<file path="src/rtl/exec_stage_pkg.sv">
// Shared execute-stage constants: ALU codes, forwarding selects, instruction
// field slices and the pipeline register layouts used by exec_stage and the controllers.
package exec_stage_pkg;

  localparam int XLEN = 32;

  typedef enum logic [1:0] {
    ALU_ADD = 2'd0,
    ALU_SUB = 2'd1,
    ALU_OR  = 2'd2,
    ALU_AND = 2'd3
  } alu_op_e;

  // Code 3 aliases the E register so an undecoded select falls back safely.
  typedef enum logic [1:0] {
    FWD_E     = 2'd0,
    FWD_M     = 2'd1,
    FWD_W     = 2'd2,
    FWD_E_ALT = 2'd3
  } fwd_sel_e;

  localparam logic [XLEN-1:0] NOP_WORD = '0;

  localparam int OP_MSB    = 31;
  localparam int OP_LSB    = 26;
  localparam int RS_MSB    = 25;
  localparam int RS_LSB    = 21;
  localparam int RT_MSB    = 20;
  localparam int RT_LSB    = 16;
  localparam int RD_MSB    = 15;
  localparam int RD_LSB    = 11;
  localparam int FUNCT_MSB = 5;
  localparam int FUNCT_LSB = 0;

  function automatic logic [OP_MSB-OP_LSB:0] ir_opcode(input logic [XLEN-1:0] ir);
    return ir[OP_MSB:OP_LSB];
  endfunction

  function automatic logic [FUNCT_MSB-FUNCT_LSB:0] ir_funct(input logic [XLEN-1:0] ir);
    return ir[FUNCT_MSB:FUNCT_LSB];
  endfunction

  typedef struct packed {
    logic [XLEN-1:0] ir;
    logic [XLEN-1:0] pc;
    logic [XLEN-1:0] rs;
    logic [XLEN-1:0] rt;
    logic [XLEN-1:0] ext;
    logic            valid;
  } e_reg_t;

  typedef struct packed {
    logic [XLEN-1:0] ir;
    logic [XLEN-1:0] pc;
    logic [XLEN-1:0] alu;
    logic [XLEN-1:0] wdata;
    logic            valid;
  } m_reg_t;

endpackage

</file>
<file path="src/rtl/exec_stage_alu.sv">
// Execute-stage ALU: purely combinational add/sub/or/and, wrapping modulo 2^32.
module alu
  import exec_stage_pkg::*;
(
  input  logic [XLEN-1:0] a,
  input  logic [XLEN-1:0] b,
  input  alu_op_e         op,
  output logic [XLEN-1:0] result
);

  // NOTE: every output of an always_comb gets a value on every path (here via
  // the default arm); a path that leaves it unassigned infers a latch.
  always_comb begin
    unique case (op)
      ALU_ADD: result = a + b;
      ALU_SUB: result = a - b;
      ALU_OR:  result = a | b;
      ALU_AND: result = a & b;
      default: result = '0;
    endcase
  end

endmodule

</file>
<file path="src/rtl/exec_stage.sv">
// Execute stage: D->E pipeline register with clear/hold, operand forwarding,
// ALU, and the E->M pipeline register that takes a bubble whenever E is held.
module exec_stage
  import exec_stage_pkg::*;
(
  input  logic            clk,
  input  logic            reset_n,
  input  logic [XLEN-1:0] d_ir,
  input  logic [XLEN-1:0] d_pc,
  input  logic [XLEN-1:0] d_rs,
  input  logic [XLEN-1:0] d_rt,
  input  logic [XLEN-1:0] d_ext,
  input  logic            d_valid,
  input  logic            e_clr,
  input  logic            e_hold,
  input  logic [1:0]      alu_op,
  input  logic            b_sel,
  input  logic [1:0]      fwd_rs_sel,
  input  logic [1:0]      fwd_rt_sel,
  input  logic [XLEN-1:0] w_data,
  output logic [XLEN-1:0] e_ir,
  output logic [XLEN-1:0] e_pc,
  output logic            e_valid,
  output logic [XLEN-1:0] m_ir,
  output logic [XLEN-1:0] m_pc,
  output logic [XLEN-1:0] m_alu,
  output logic [XLEN-1:0] m_wdata,
  output logic            m_valid
);

  e_reg_t          e_d, e_q;
  m_reg_t          m_d, m_q;
  logic [XLEN-1:0] rs_fwd, rt_fwd, op_b, alu_result;

  always_comb begin
    e_d = e_q;
    if (e_clr) begin
      e_d    = '0;
      e_d.ir = NOP_WORD;
    end else if (!e_hold) begin
      e_d.ir    = d_ir;
      e_d.pc    = d_pc;
      e_d.rs    = d_rs;
      e_d.rt    = d_rt;
      e_d.ext   = d_ext;
      e_d.valid = d_valid;
    end
  end

  // m_q.alu is the registered value, so forwarding from M never loops combinationally.
  always_comb begin
    unique case (fwd_sel_e'(fwd_rs_sel))
      FWD_M:   rs_fwd = m_q.alu;
      FWD_W:   rs_fwd = w_data;
      default: rs_fwd = e_q.rs;
    endcase
    unique case (fwd_sel_e'(fwd_rt_sel))
      FWD_M:   rt_fwd = m_q.alu;
      FWD_W:   rt_fwd = w_data;
      default: rt_fwd = e_q.rt;
    endcase
    op_b = b_sel ? e_q.ext : rt_fwd;
  end

  alu u_alu (
    .a      (rs_fwd),
    .b      (op_b),
    .op     (alu_op_e'(alu_op)),
    .result (alu_result)
  );

  // A held E slot sends a bubble to M; bubbles carry zero result and store data.
  always_comb begin
    m_d    = '0;
    m_d.ir = NOP_WORD;
    if (!e_hold) begin
      m_d.ir    = e_q.ir;
      m_d.pc    = e_q.pc;
      m_d.valid = e_q.valid;
      if (e_q.valid) begin
        m_d.alu   = alu_result;
        m_d.wdata = rt_fwd;
      end
    end
  end

  // NOTE: state registers use non-blocking (<=) so every flop samples the
  // pre-edge values; the async reset clears both pipeline registers at once.
  always_ff @(posedge clk or negedge reset_n) begin
    if (!reset_n) begin
      e_q <= '0;
      m_q <= '0;
    end else begin
      e_q <= e_d;
      m_q <= m_d;
    end
  end

  assign e_ir    = e_q.ir;
  assign e_pc    = e_q.pc;
  assign e_valid = e_q.valid;
  assign m_ir    = m_q.ir;
  assign m_pc    = m_q.pc;
  assign m_alu   = m_q.alu;
  assign m_wdata = m_q.wdata;
  assign m_valid = m_q.valid;

endmodule
</file>
<file path="config.mk">
export PLATFORM = sky130hd
export DESIGN_NAME = exec_stage
export DESIGN_NICKNAME = d
export VERILOG_FILES = /design/src/rtl/exec_stage_pkg.sv /design/src/rtl/exec_stage_alu.sv /design/src/rtl/exec_stage.sv
export SDC_FILE = /design/constraint.sdc
export NUM_CORES = 1
export LEC_CHECK = 0
export BUFFER_PORTS_ARGS = -buffer_cell sky130_fd_sc_hd__buf_2
export CAP_MARGIN = 20
export CORE_MARGIN = 2
export CORE_UTILIZATION = 30
export CTS_CLUSTER_DIAMETER = 120
export DETAILED_ROUTE_END_ITERATION = 7
export HOLD_SLACK_MARGIN = 0.15
export SLEW_MARGIN = 0
export SYNTH_ARGS = -nofsm -noshare
export SYNTH_HDL_FRONTEND = slang
export SYNTH_HIERARCHICAL = 1
export SYNTH_SLANG_ARGS = --single-unit
</file>
<file path="constraint.sdc">
create_clock -name clk -period 5.82 [get_ports clk]
set_input_delay 1.164 -clock clk [delete_from_list [all_inputs] [get_ports clk]]
set_output_delay 1.164 -clock clk [all_outputs]
set_load 0.03 [all_outputs]
</file>
==> results of run 1 <==
## layer usage
metal | vias up | track usage | share of wire
met5 | - | 0 | 0.0012
met4 | 12 | 0.0464 | 0.021
met3 | 83 | 0.0409 | 0.067
met2 | 512 | 0.329 | 0.47
met1 | 6595 | 0.261 | 0.44
li1 | 6300 | - | -
## logic make-up after synthesis
group,Yosys count,share of synthesized area
flip-flops,290,0.454
AND/OR/NAND/NOR,519,0.165
multiplexers,166,0.104
XOR/XNOR,54,0.0296
buffers and inverters,186,0.0752
AO/OA/AOI/OAI,288,0.122
adder cells (fa/ha/maj),69,0.0498
## worst paths after layout
check,from,endpoint,slack (ns),cells after the start
min in group asynchronous,reset_n,m_pc[0]$_DFF_PN0_,0.68,1
max reg2reg,m_alu[0]$_DFF_PN0_,m_alu[31]$_DFF_PN0_,1.02,19
max in group asynchronous,reset_n,e_q[35]$_DFFE_PN0P_,3.87,2
max,fwd_rt_sel[1],m_alu[31]$_DFF_PN0_,0.29,21
min,e_pc[18]$_DFFE_PN0P_,m_pc[18]$_DFF_PN0_,0.51,1
min reg2reg,e_pc[18]$_DFFE_PN0P_,m_pc[18]$_DFF_PN0_,0.51,1
## flip-flops by register name, summed over array words and instances, names as in the netlist
| name | cells |
|---|---|
| m_wdata | 32 |
| e_valid | 1 |
| m_ir | 32 |
| e_q | 96 |
| e_pc | 32 |
| m_valid | 1 |
| m_pc | 32 |
| m_alu | 32 |
| e_ir | 32 |
## layout by cell type (no fill, tap or decap), types with 36 or more instances in the layout
cell                        n
sky130_fd_sc_hd__buf_2    394
sky130_fd_sc_hd__dfrtp_1  290
sky130_fd_sc_hd__nor2_1   201
sky130_fd_sc_hd__buf_4    168
sky130_fd_sc_hd__mux2i_1  165
sky130_fd_sc_hd__nand2_1  103
sky130_fd_sc_hd__nor2b_1   97
sky130_fd_sc_hd__o21ai_0   67
sky130_fd_sc_hd__a21oi_1   50
sky130_fd_sc_hd__o31ai_1   38
sky130_fd_sc_hd__and2_1    37
sky130_fd_sc_hd__ha_1      36
## power breakdown
| group | internal [mW] | total (mW) | switching (mW) | leakage, nW |
|---|---|---|---|---|
| registers | 2.11 | 2.17 | 0.0629 | 3.91 |
| logic | 0.632 | 1.50 | 0.865 | 6.08 |
| clock network | 1.34 | 2.25 | 0.907 | 0.568 |
## layout make-up
class                           instances  area [um^2]
Fill cell                            5250        32200
Timing Repair Buffer                  572         3410
Sequential cell                       290         7260
Clock inverter                         15          186
Tap cell                              688          861
Inverter                               16         62.6
Multi-Input combinational cell       1096         7660
Clock buffer                           46          987
## timing repair
action / CTS / global route
resized for setup: 0 / 16
endpoints found under the setup margin: 0 / 9
endpoints found under the hold margin: 0 / 0
setup buffers: 0 / 0
## critical path: cells and delay by family
family	cells	cell delay, ns
buffers and inverters	6	0.88
AND/OR/NAND/NOR	6	1.73
multiplexers	1	0.13
adder cells (fa/ha/maj)	2	0.60
XOR/XNOR	1	0.13
AO/OA/AOI/OAI	5	1.31
==> summary.md, run 1 <==
| Metric | Value |
|---|---|
| Routed WL | `55,800 um` |
| Per-instance average area after synthesis | `10.2 um^2` |
| Wire length of the first global-routing pass | `84,600 um` |
| Number of enable-type register cells in the synthesized netlist | `0` |
| Netlist area before placement | `16,000 um^2` |
| Cts bufs inserted | `35` |
| Proportion of synthesized flip-flops having asynchronous set or reset | `1.00` |
| Unrepaired setup endpoints after global routing | `no` |
| Cells traversed along the worst timing path | `buf_2, inv_1, ha_1, buf_12, buf_4, a221oi_4, o31ai_2, or4_1, nor4_4, buf_4, nand3_1, buf_4, o41ai_1, xor2_1, ha_1, nand4_1, or4_1, o21ai_0, mux2i_1, o2111a_1, and2_1` |
| Vertical extent of the die | `235 um` |
| Clock slew at the register clock pins of the worst setup and hold paths | `0.06 ns` |
| Floorplan die area | `55,200 um^2` |
| Area of the placeable core | `around 53,000 um^2` |
| Cells after synthesis | `1,572` |
| Number of levels in the clock H-tree | `2` |
| Worst supply voltage drop on vdd | `between 0.2 and 0.25 mV` |
| Area delta synth->final | `27.8%` |
| Most used flip-flop cell after synthesis | `sky130_fd_sc_hd__dfrtp_1` |
| Average detailed-routed wire length per instance | `20.5 um` |
| Pwr dens | `289 nW/um^2` |
| Worst slew slack as a fraction of its limit | `0.226` |
| Timing-limited maximum frequency | `181 MHz` |
| Final core utilization | `0.388` |
| TritonCTS clock tree | `done` |
| Number of buffers on the longest clock path | `3` |
| Shortest period the worst path allows | `between 5 and 6 ns` |
| Final ANT Viol Nets | `0` |
| Setup clock skew after layout | `approximately 0.021 ns` |
| Post-detailed-route DRC marker count | `0` |
| Post-synthesis sequential area ratio | `0.454` |
| Post-synthesis net count | `1,815` |
| Most frequent cells after synthesis | `290 x sky130_fd_sc_hd__dfrtp_1, 201 x sky130_fd_sc_hd__nor2_1, 165 x sky130_fd_sc_hd__mux2i_1, 103 x sky130_fd_sc_hd__nand2_1, 98 x sky130_fd_sc_hd__nor2b_1` |
| Port Buf Inserts | `about 400` |
| Total negative slack for setup checks | `0 ns` |
| Number of hold violations in the final report | `0` |
| Number of global-route vias before repair | `13,700` |
| Total routing usage reported by global routing | `0.197` |
| Hold WS | `0.511 ns` |
| Top cells by area, synth | `sky130_fd_sc_hd__dfrtp_1 45%, sky130_fd_sc_hd__mux2i_1 10%, sky130_fd_sc_hd__nor2_1 4.7%, sky130_fd_sc_hd__nor2b_1 3.8%, sky130_fd_sc_hd__buf_4 3.1%` |
| Critical-path maximum fanout | `9` |
| Result of the run | `finished clean` |
| Area fraction of the dominant cell type after synthesis | `0.454` |
| Yosys synthesis warning count | `6` |
| Site row count | `84` |
| Sum of overflow across all layers after global routing | `0` |
| Share of layout cells above drive strength 1 | `0.339` |
| Type of the setup path with the least slack | `primary input to flip-flop` |
| Largest net degree at the start of global routing | `162` |
| Die Wd | `235 um` |
| MaxCap Viol Count | `0` |
| Final setup violating endpoints | `0` |
| Library cell contributing the largest single delay on the critical path | `sky130_fd_sc_hd__or4_1` |
| Critical Path Source Type | `primary input` |
| Routed vias | `approximately 14,000` |
| Effective utilization at floorplan | `0.304` |
| Cell type with the highest aggregate area in the netlist | `sky130_fd_sc_hd__dfrtp_1` |
| Clk_lat worst skew | `between 0.5 and 0.6 ns` |
| Antenna violations before repair | `8` |
| Avg Vias per Cell | `4.96` |
| Estimated wirelength of the detail-placed design | `42,400 um` |
| ANT cells | `0` |
| Most prevalent standard cell on the critical path | `sky130_fd_sc_hd__buf_4` |
| Worst slack at placement | `-0.264 ns` |
| I/O pins | `just under 400` |
| Clk Tree Root Cell | `sky130_fd_sc_hd__clkbuf_16` |
| CP Data Required Time | `roughly 6.3 ns` |
| Total power after layout | `roughly 5.9 mW` |
| Unique cell type count in the Yosys netlist | `67` |
| Final cell area excluding filler cells | `20,400 um^2` |
| Routability congestion estimate from global placement | `0.903` |
| Leading cell type by number of instances after synthesis | `sky130_fd_sc_hd__dfrtp_1` |
| Leakage power figure | `10.6 nW` |
| Placed Cells incl. Taps | `approximately 2,700` |
| DRC marker count from the first detailed-route iteration | `823` |
| Final Instance Count excl. Fillers | `2,723` |
| Pins over their slew limit | `0` |
| Final period utilization | `0.950` |
| Hold buffer count at cts | `0` |
| Register bit count reported by yosys | `between 200 and 300` |
| Type of the worst min-delay path | `flip-flop to flip-flop` |
| Clk sinks | `290` |
| Drt pass-1 iters | `5` |
| Worst endpoint data arrival time | `~6.0 ns` |
| Dpl cell area | `19,200 um^2` |
| Kind of end point of the critical path | `flip-flop` |
| Actual slew at the worst max-slew pin | `1.16 ns` |
| CP peak stage delay | `0.61 ns` |
| Setup slack of the critical path after layout | `0.292 ns` |
| Number of nets in the finished design | `around 2,300` |
Power figures use the tool's default switching activity.
==> run 2, diff against run 1 <==
--- a/config.mk
+++ b/config.mk
@@ -8,10 +8,11 @@
 export BUFFER_PORTS_ARGS = -buffer_cell sky130_fd_sc_hd__buf_2
 export CAP_MARGIN = 20
 export CORE_MARGIN = 2
-export CORE_UTILIZATION = 30
+export CORE_UTILIZATION = 54
 export CTS_CLUSTER_DIAMETER = 120
 export DETAILED_ROUTE_END_ITERATION = 7
 export HOLD_SLACK_MARGIN = 0.15
+export PLACE_DENSITY = 0.81
 export SLEW_MARGIN = 0
 export SYNTH_ARGS = -nofsm -noshare
 export SYNTH_HDL_FRONTEND = slang
==> run 2 against run 1 <==
Against the previous run: critical path depth unchanged; clock power down 19%; register-to-register slack worse by 0.09 ns; flip-flop and latch count unchanged; first-iteration DRC count up 11%; cell count down 10%; count of clock-buffer cells in the layout down 2; total power down 6.6%; sequential power about the same; global-route usage up 12 points; critical path type unchanged.
==> summary.md, run 2 (synthesized netlist as in run 1, its figures left out) <==
| Metric | Value |
|---|---|
| Result of the run | `finished clean` |
| Port Buf Inserts | `397 (unchanged)` |
| Worst supply voltage drop on vdd | `0.227 mV (+11%)` |
| Most frequent cells in the layout | `394 x sky130_fd_sc_hd__buf_2, 290 x sky130_fd_sc_hd__dfrtp_1, 201 x sky130_fd_sc_hd__nor2_1, 192 x sky130_fd_sc_hd__buf_4, 165 x sky130_fd_sc_hd__mux2i_1` |
| Post-detailed-route DRC marker count | `0 (unchanged)` |
| Clock slew at the register clock pins of the worst setup and hold paths | `0.06 ns (about the same)` |
| MaxCap Viol Count | `0 (unchanged)` |
| Total area of multi-input combinational cells | `7610 um^2 (-0.65%)` |
| Type of the setup path with the least slack | `primary input to flip-flop` |
| CP peak stage delay | `0.56 ns (-0.05 ns)` |
| Floorplan die area | `31,000 um^2 (-44%)` |
| Clk Tree Root Cell | `sky130_fd_sc_hd__clkbuf_16` |
| Setup clock skew after layout | `0.0177 ns (-0.00312 ns)` |
| Drt pass-1 iters | `6 (+1)` |
| Most prevalent standard cell on the critical path | `sky130_fd_sc_hd__o21ai_0` |
| Site row count | `62 (-26%)` |
| Worst Path Buf+Inv | `3 (-3)` |
| Area delta synth->final | `24.2%` |
| Timing-limited maximum frequency | `178 MHz (-1.6%)` |
| Number of global-route vias before repair | `13,900 (+2.0%)` |
| Final cell area excluding filler cells | `19,900 um^2 (-2.8%)` |
| Clk_lat worst skew | `0.56 ns (about the same)` |
| Number of buffers on the longest clock path | `3 (unchanged)` |
| Final ANT Viol Nets | `0 (unchanged)` |
| Vertical extent of the die | `176 um (-25%)` |
| Total routing usage reported by global routing | `0.315 (+0.118)` |
| Number of nets in the finished design | `2,267 (+0.58%)` |
| Cts bufs inserted | `30 (-14%)` |
| Clk sinks | `290 (unchanged)` |
| Die Wd | `176 um (-25%)` |
| Effective utilization at floorplan | `0.553 (+0.249)` |
| Area of the placeable core | `28,900 um^2 (-45%)` |
| FILL cells | `2,224 (-58%)` |
| Final Instance Count excl. Fillers | `2,441 (-10%)` |
| Cells traversed along the worst timing path | `buf_2, inv_1, ha_4, buf_4, a221oi_1, o31ai_2, or4_1, nor4_4, nand2_1, o21ai_0, xor2_1, ha_1, a21o_1, a211o_1, nand4bb_1, or3_1, a31oi_1, o21ai_0, mux2i_1, o2111a_1, and2_1` |
| Number of levels in the clock H-tree | `1 (-1)` |
| Type of the worst min-delay path | `flip-flop to flip-flop` |
| Library cell contributing the largest single delay on the critical path | `sky130_fd_sc_hd__or4_1` |
| Final period utilization | `0.965 (+0.0152)` |
| Largest net degree at the start of global routing | `151 (-6.8%)` |
| Share of layout cells above drive strength 1 | `0.338 (-0.000684)` |
| Kind of end point of the critical path | `flip-flop` |
| Worst endpoint data arrival time | `6.05 ns (+0.09 ns)` |
| Actual slew at the worst max-slew pin | `0.914 ns (-0.246 ns)` |
| Pwr dens | `278 nW/um^2 (-4.0%)` |
| Dpl cell area | `18,900 um^2 (-1.6%)` |
| Number of hold violations in the final report | `0 (unchanged)` |
| Wire length of the first global-routing pass | `76,700 um (-9.3%)` |
| CP Data Required Time | `6.26 ns (about the same)` |
| Avg Vias per Cell | `5.72 (+15%)` |
| Final setup violating endpoints | `0 (unchanged)` |
| Estimated wirelength of the detail-placed design | `37,900 um (-11%)` |
| Unrepaired setup endpoints after global routing | `yes` |
| Pins over their slew limit | `0 (unchanged)` |
| Placed Cells incl. Taps | `2,376 (-11%)` |
| Routability congestion estimate from global placement | `0.983 (+8.9%)` |
| Shortest period the worst path allows | `5.62 ns (+0.0884 ns)` |
| Average detailed-routed wire length per instance | `20.5 um (about the same)` |
| Most frequent standard cell in the layout excluding fill and tap cells | `sky130_fd_sc_hd__buf_2` |
| Flip-flop and latch area | `7260 um^2 (unchanged)` |
| Final core utilization | `0.687 (+0.298)` |
| Hold buffer count at cts | `0 (unchanged)` |
| Top register by number of flip-flops | `e_q` |
| Antenna violations before repair | `11 (+3)` |
| Critical-path maximum fanout | `19 (+10)` |
| Routed vias | `14,000 (+3.3%)` |
| Worst slew slack as a fraction of its limit | `0.391 (+0.164)` |
| DRC marker count from the first detailed-route iteration | `917 (+11%)` |
| TritonCTS clock tree | `done` |
| Routed WL | `50,000 um (-10%)` |
| Total power after layout | `5.52 mW (-6.6%)` |
| Dominant delay contributor by cell family on the critical path | `compound AO/OA/AOI/OAI gates` |
| Max reg flops | `96 (unchanged)` |
| Critical Path Source Type | `primary input` |
| Sum of overflow across all layers after global routing | `0 (unchanged)` |
| Leakage power figure | `10.5 nW (-0.49%)` |
| I/O pins | `398 (unchanged)` |
==> run 2: cell count changes in the layout (fill, tap and decap cells not counted), sizes merged <==
cell | before | now
diode | 0 | 9
clkinvlp | 4 | 2
inv | 18 | 15
bufinv | 3 | 0
buf | 572 | 590
clkinv | 6 | 11
clkbuf | 46 | 44
==> run 2: final timing paths <==
kind | from | end | slack (ns) | cells past startpoint
min in group asynchronous | reset_n | m_pc[12]$_DFF_PN0_ | 0.57 | 1
max reg2reg | m_alu[0]$_DFF_PN0_ | m_alu[31]$_DFF_PN0_ | 0.93 | 20
max | fwd_rt_sel[0] | m_alu[31]$_DFF_PN0_ | 0.20 | 21
min | e_pc[18]$_DFFE_PN0P_ | m_pc[18]$_DFF_PN0_ | 0.52 | 1
min reg2reg | e_pc[18]$_DFFE_PN0P_ | m_pc[18]$_DFF_PN0_ | 0.52 | 1
max in group asynchronous | reset_n | e_q[90]$_DFFE_PN0P_ | 3.90 | 2
==> run 2: routing by layer <==
metal | vias to the layer above | part of all wire | GRT usage
met3 | 140 | 0.070 | 0.0512
met4 | 4 | 0.049 | 0.139
met2 | 640 | 0.49 | 0.542
li1 | 6312 | - | -
met5 | - | 0.00054 | 0
met1 | 6856 | 0.39 | 0.393
==> run 2: final cells by class <==
class                      instances  area share
antenna                            9     0.00113
timing repair buffer             590       0.175
clock inverter                    12     0.00346
inverter                          16     0.00315
clock buffer                      44      0.0440
multi-input combinational       1096       0.383
tap                              384      0.0242
sequential                       290       0.365
==> run 2: where the power goes <==
group	leakage (nW)	internal, mW	switching, mW
sequential	3.91	2.11	0.0604
combinational	6.13	0.654	0.867
clock	0.467	1.04	0.795
==> run 2: timing repair <==
action / in CTS / in global routing
buffers inserted: 0 / 0
setup endpoints to repair: 0 / 9
gates resized for setup: 0 / 8
==> run 2: stage by stage <==
stage                     setup WS (ns)  hold slack, ns  setup TNS [ns]
after global routing            -0.0542           0.547          -0.108
after CTS                         0.170           0.526               0
final                             0.203           0.524               0
after detailed placement         -0.399           0.503           -2.70
after global placement           -0.284           0.488           -1.73
after floorplan                 0.00674           0.487               0
==> run 3, diff against run 2 <==
--- a/config.mk
+++ b/config.mk
@@ -11,6 +11,7 @@
 export CORE_UTILIZATION = 54
 export CTS_CLUSTER_DIAMETER = 120
 export DETAILED_ROUTE_END_ITERATION = 7
+export GPL_TIMING_DRIVEN = 0
 export HOLD_SLACK_MARGIN = 0.15
 export PLACE_DENSITY = 0.81
 export SLEW_MARGIN = 0
==> run 3 against run 2 <==
Against the previous run: utilization grew 1.1 points; flip-flop and latch count did not move; count of clock-buffer cells in the layout shrank 2; critical path depth is the same; via count rose by 0.89%; hold slack worse by 0.016 ns; clock power increased by 15%; non-clock buffer count is 20 lower.
==> summary.md, run 3 (synthesized netlist as in run 1, its figures left out) <==
| Metric | Value |
|---|---|
| Type of the setup path with the least slack | `primary input to flip-flop` |
| Number of nets in the finished design | `2,247 (-0.88%)` |
| Share of layout cells above drive strength 1 | `0.337 (-0.000613)` |
| CP Data Required Time | `6.31 ns (+0.05 ns)` |
| Post-detailed-route DRC marker count | `0 (unchanged)` |
| Most frequent cells in the layout | `415 x sky130_fd_sc_hd__buf_2, 290 x sky130_fd_sc_hd__dfrtp_1, 201 x sky130_fd_sc_hd__nor2_1, 165 x sky130_fd_sc_hd__mux2i_1, 102 x sky130_fd_sc_hd__nand2_1` |
| Port Buf Inserts | `394 (-0.76%)` |
| MaxCap Viol Count | `0 (unchanged)` |
| Antenna violations before repair | `17 (+6)` |
| Area delta synth->final | `26.2%` |
| Die Wd | `176 um (unchanged)` |
| Sum of overflow across all layers after global routing | `0 (unchanged)` |
| Routed vias | `14,100 (+0.89%)` |
| Area of the placeable core | `28,900 um^2 (unchanged)` |
| Most frequent standard cell in the layout excluding fill and tap cells | `sky130_fd_sc_hd__buf_2` |
| Number of buffers on the longest clock path | `3 (unchanged)` |
| Final period utilization | `0.998 (+0.0326)` |
| FILL cells | `2,214 (-0.45%)` |
| Total power after layout | `5.72 mW (+3.6%)` |
| Clock slew at the register clock pins of the worst setup and hold paths | `0.07 ns (about the same)` |
| Routed WL | `54,900 um (+9.8%)` |
| Leakage power figure | `10.4 nW (-0.57%)` |
| Clk sinks | `290 (unchanged)` |
| Actual slew at the worst max-slew pin | `1.10 ns (+0.184 ns)` |
| Site row count | `62 (unchanged)` |
| Estimated wirelength of the detail-placed design | `41,800 um (+10%)` |
| Setup clock skew after layout | `0.0306 ns (+0.0129 ns)` |
| Critical-path maximum fanout | `10 (-9)` |
| Top register by number of flip-flops | `e_q` |
| Dominant delay contributor by cell family on the critical path | `compound AO/OA/AOI/OAI gates` |
| Wire length of the first global-routing pass | `80,900 um (+5.4%)` |
| Cells traversed along the worst timing path | `buf_2, inv_1, ha_4, buf_12, buf_4, a221oi_1, o31ai_2, nor3_2, nand2_1, o21ai_1, xor2_1, ha_2, and4_1, a32oi_2, nand2_1, o211ai_1, a21oi_2, o211a_1, o21a_1, o31ai_1, and2_1` |
| Worst endpoint data arrival time | `6.30 ns (+0.25 ns)` |
| Final core utilization | `0.697 (+0.0109)` |
| Final setup violating endpoints | `0 (unchanged)` |
| Clk Tree Root Cell | `sky130_fd_sc_hd__clkbuf_16` |
| Shortest period the worst path allows | `5.81 ns (+0.190 ns)` |
| Avg Vias per Cell | `5.80 (+1.5%)` |
| Number of global-route vias before repair | `13,900 (-0.36%)` |
| Average detailed-routed wire length per instance | `22.6 um (+10%)` |
| Total routing usage reported by global routing | `0.342 (+0.0263)` |
| Pwr dens | `283 nW/um^2 (+2.0%)` |
| Most prevalent standard cell on the critical path | `sky130_fd_sc_hd__nand2_1` |
| Dpl cell area | `18,500 um^2 (-1.6%)` |
| Worst slew slack as a fraction of its limit | `0.262 (-0.129)` |
| CP peak stage delay | `0.57 ns (about the same)` |
| Routability congestion estimate from global placement | `0.964 (-2.0%)` |
| I/O pins | `398 (unchanged)` |
| Number of hold violations in the final report | `0 (unchanged)` |
| DRC marker count from the first detailed-route iteration | `1,189 (+30%)` |
| Library cell contributing the largest single delay on the critical path | `sky130_fd_sc_hd__a221oi_1` |
| Kind of end point of the critical path | `flip-flop` |
| TritonCTS clock tree | `done` |
| Drt pass-1 iters | `6 (unchanged)` |
| Max reg flops | `96 (unchanged)` |
| Result of the run | `finished clean` |
| Type of the worst min-delay path | `flip-flop to flip-flop` |
| Number of levels in the clock H-tree | `1 (unchanged)` |
| Cts bufs inserted | `30 (unchanged)` |
| Floorplan die area | `31,000 um^2 (unchanged)` |
| Worst Path Buf+Inv | `4 (+1)` |
| Critical Path Source Type | `primary input` |
| Final cell area excluding filler cells | `20,200 um^2 (+1.6%)` |
| Effective utilization at floorplan | `0.553 (unchanged)` |
| Clk_lat worst skew | `0.58 ns (+0.02 ns)` |
| Largest net degree at the start of global routing | `120 (-21%)` |
| Pins over their slew limit | `0 (unchanged)` |
| Final ANT Viol Nets | `0 (unchanged)` |
| Worst supply voltage drop on vdd | `0.262 mV (+16%)` |
| Vertical extent of the die | `176 um (unchanged)` |
| Timing-limited maximum frequency | `172 MHz (-3.3%)` |
| Hold buffer count at cts | `0 (unchanged)` |
==> run 3: changes by cell type in the layout (fill, tap and decap cells not counted), sizes merged <==
cell | previous run | this run
clkbuf | 44 | 90
clkinv | 11 | 7
bufinv | 0 | 4
diode | 9 | 15
clkinvlp | 2 | 4
buf | 590 | 522
==> run 3: where the power goes <==
| part | internal (mW) | total (mW) | switching [mW] |
|---|---|---|---|
| clock | 1.27 | 2.10 | 0.831 |
| combinational | 0.548 | 1.45 | 0.903 |
| sequential | 2.11 | 2.17 | 0.0601 |
==> run 3: worst reg2reg max path, cell delays in order (launching register included) <==
cell and delay (ns):
sky130_fd_sc_hd__dfrtp_1 0.45, sky130_fd_sc_hd__a221oi_4 0.35, sky130_fd_sc_hd__o31ai_2 0.19, sky130_fd_sc_hd__inv_1 0.13
sky130_fd_sc_hd__ha_2 0.21, sky130_fd_sc_hd__nand2_2 0.09, sky130_fd_sc_hd__or4_4 0.46, sky130_fd_sc_hd__nor4_4 0.17
sky130_fd_sc_hd__buf_4 0.19, sky130_fd_sc_hd__nand2_1 0.08, sky130_fd_sc_hd__o21ai_2 0.19, sky130_fd_sc_hd__xor2_2 0.20
sky130_fd_sc_hd__ha_4 0.26, sky130_fd_sc_hd__a21o_1 0.20, sky130_fd_sc_hd__a211o_1 0.34, sky130_fd_sc_hd__nand4bb_1 0.20
sky130_fd_sc_hd__or3_4 0.36, sky130_fd_sc_hd__a31oi_4 0.24, sky130_fd_sc_hd__o21a_1 0.19, sky130_fd_sc_hd__mux2i_1 0.20
sky130_fd_sc_hd__o2111a_1 0.19, sky130_fd_sc_hd__and2_1 0.12
==> run 3: worst paths after layout <==
path | from | to | slack (ns) | cells past startpoint
max | fwd_rt_sel[0] | m_alu[29]$_DFF_PN0_ | 0.01 | 21
min | e_ir[4]$_DFFE_PN0P_ | m_ir[4]$_DFF_PN0_ | 0.51 | 1
max reg2reg | m_alu[0]$_DFF_PN0_ | m_alu[31]$_DFF_PN0_ | 0.73 | 21
min reg2reg | e_ir[4]$_DFFE_PN0P_ | m_ir[4]$_DFF_PN0_ | 0.51 | 1
max in group asynchronous | reset_n | e_q[89]$_DFFE_PN0P_ | 4.21 | 2
min in group asynchronous | reset_n | m_pc[25]$_DFF_PN0_ | 0.57 | 1
==> run 3: layout make-up <==
cell class	instances	area, um^2	share of cell area
diodes	15	37.5	0.00186
plain buffers	164	1140	0.0567
clock buffers	42	917	0.0454
clock inverters	14	180	0.00893
inverters	16	62.6	0.00310
multi-input cells	1096	7970	0.395
flip-flops and latches	290	7260	0.360
well taps	384	480	0.0238
repair buffers	406	2130	0.105
==> run 3: per-stage QoR <==
| stage | TNS (ns) | worst slack [ns] | hold slack (ns) | instances |
|---|---|---|---|---|
| floorplan | 0 | 0.00674 | 0.487 | 1572 |
| global placement | -494.57 | -1.68 | 0.495 | 2350 |
| finish | 0 | 0.0135 | 0.508 | 2427 |
| global route | -0.108 | -0.0593 | 0.541 | 2422 |
| CTS | -0.153 | -0.0791 | 0.513 | 2410 |
| detailed placement | -16.42 | -1.47 | 0.507 | 2353 |
==> run 3: routing by layer <==
| metal | track usage | part of all wire | routed length (um) | up-vias |
|---|---|---|---|---|
| met5 | 0 | 0.00038 | 21 | - |
| met2 | 0.542 | 0.46 | 25400 | 733 |
| met4 | 0.167 | 0.050 | 2760 | 4 |
| li1 | - | - | - | 6296 |
| met3 | 0.0728 | 0.085 | 4690 | 172 |
| met1 | 0.447 | 0.40 | 22100 | 6871 |
==> run 3: timing repair <==
item | CTS | global route
pin swaps | 5 | 6
hold endpoints to repair | 0 | 0
gates resized for setup | 36 | 55
buffers inserted | 4 | 4
endpoints found under the setup margin | 16 | 16
gates cloned | 0 | 1
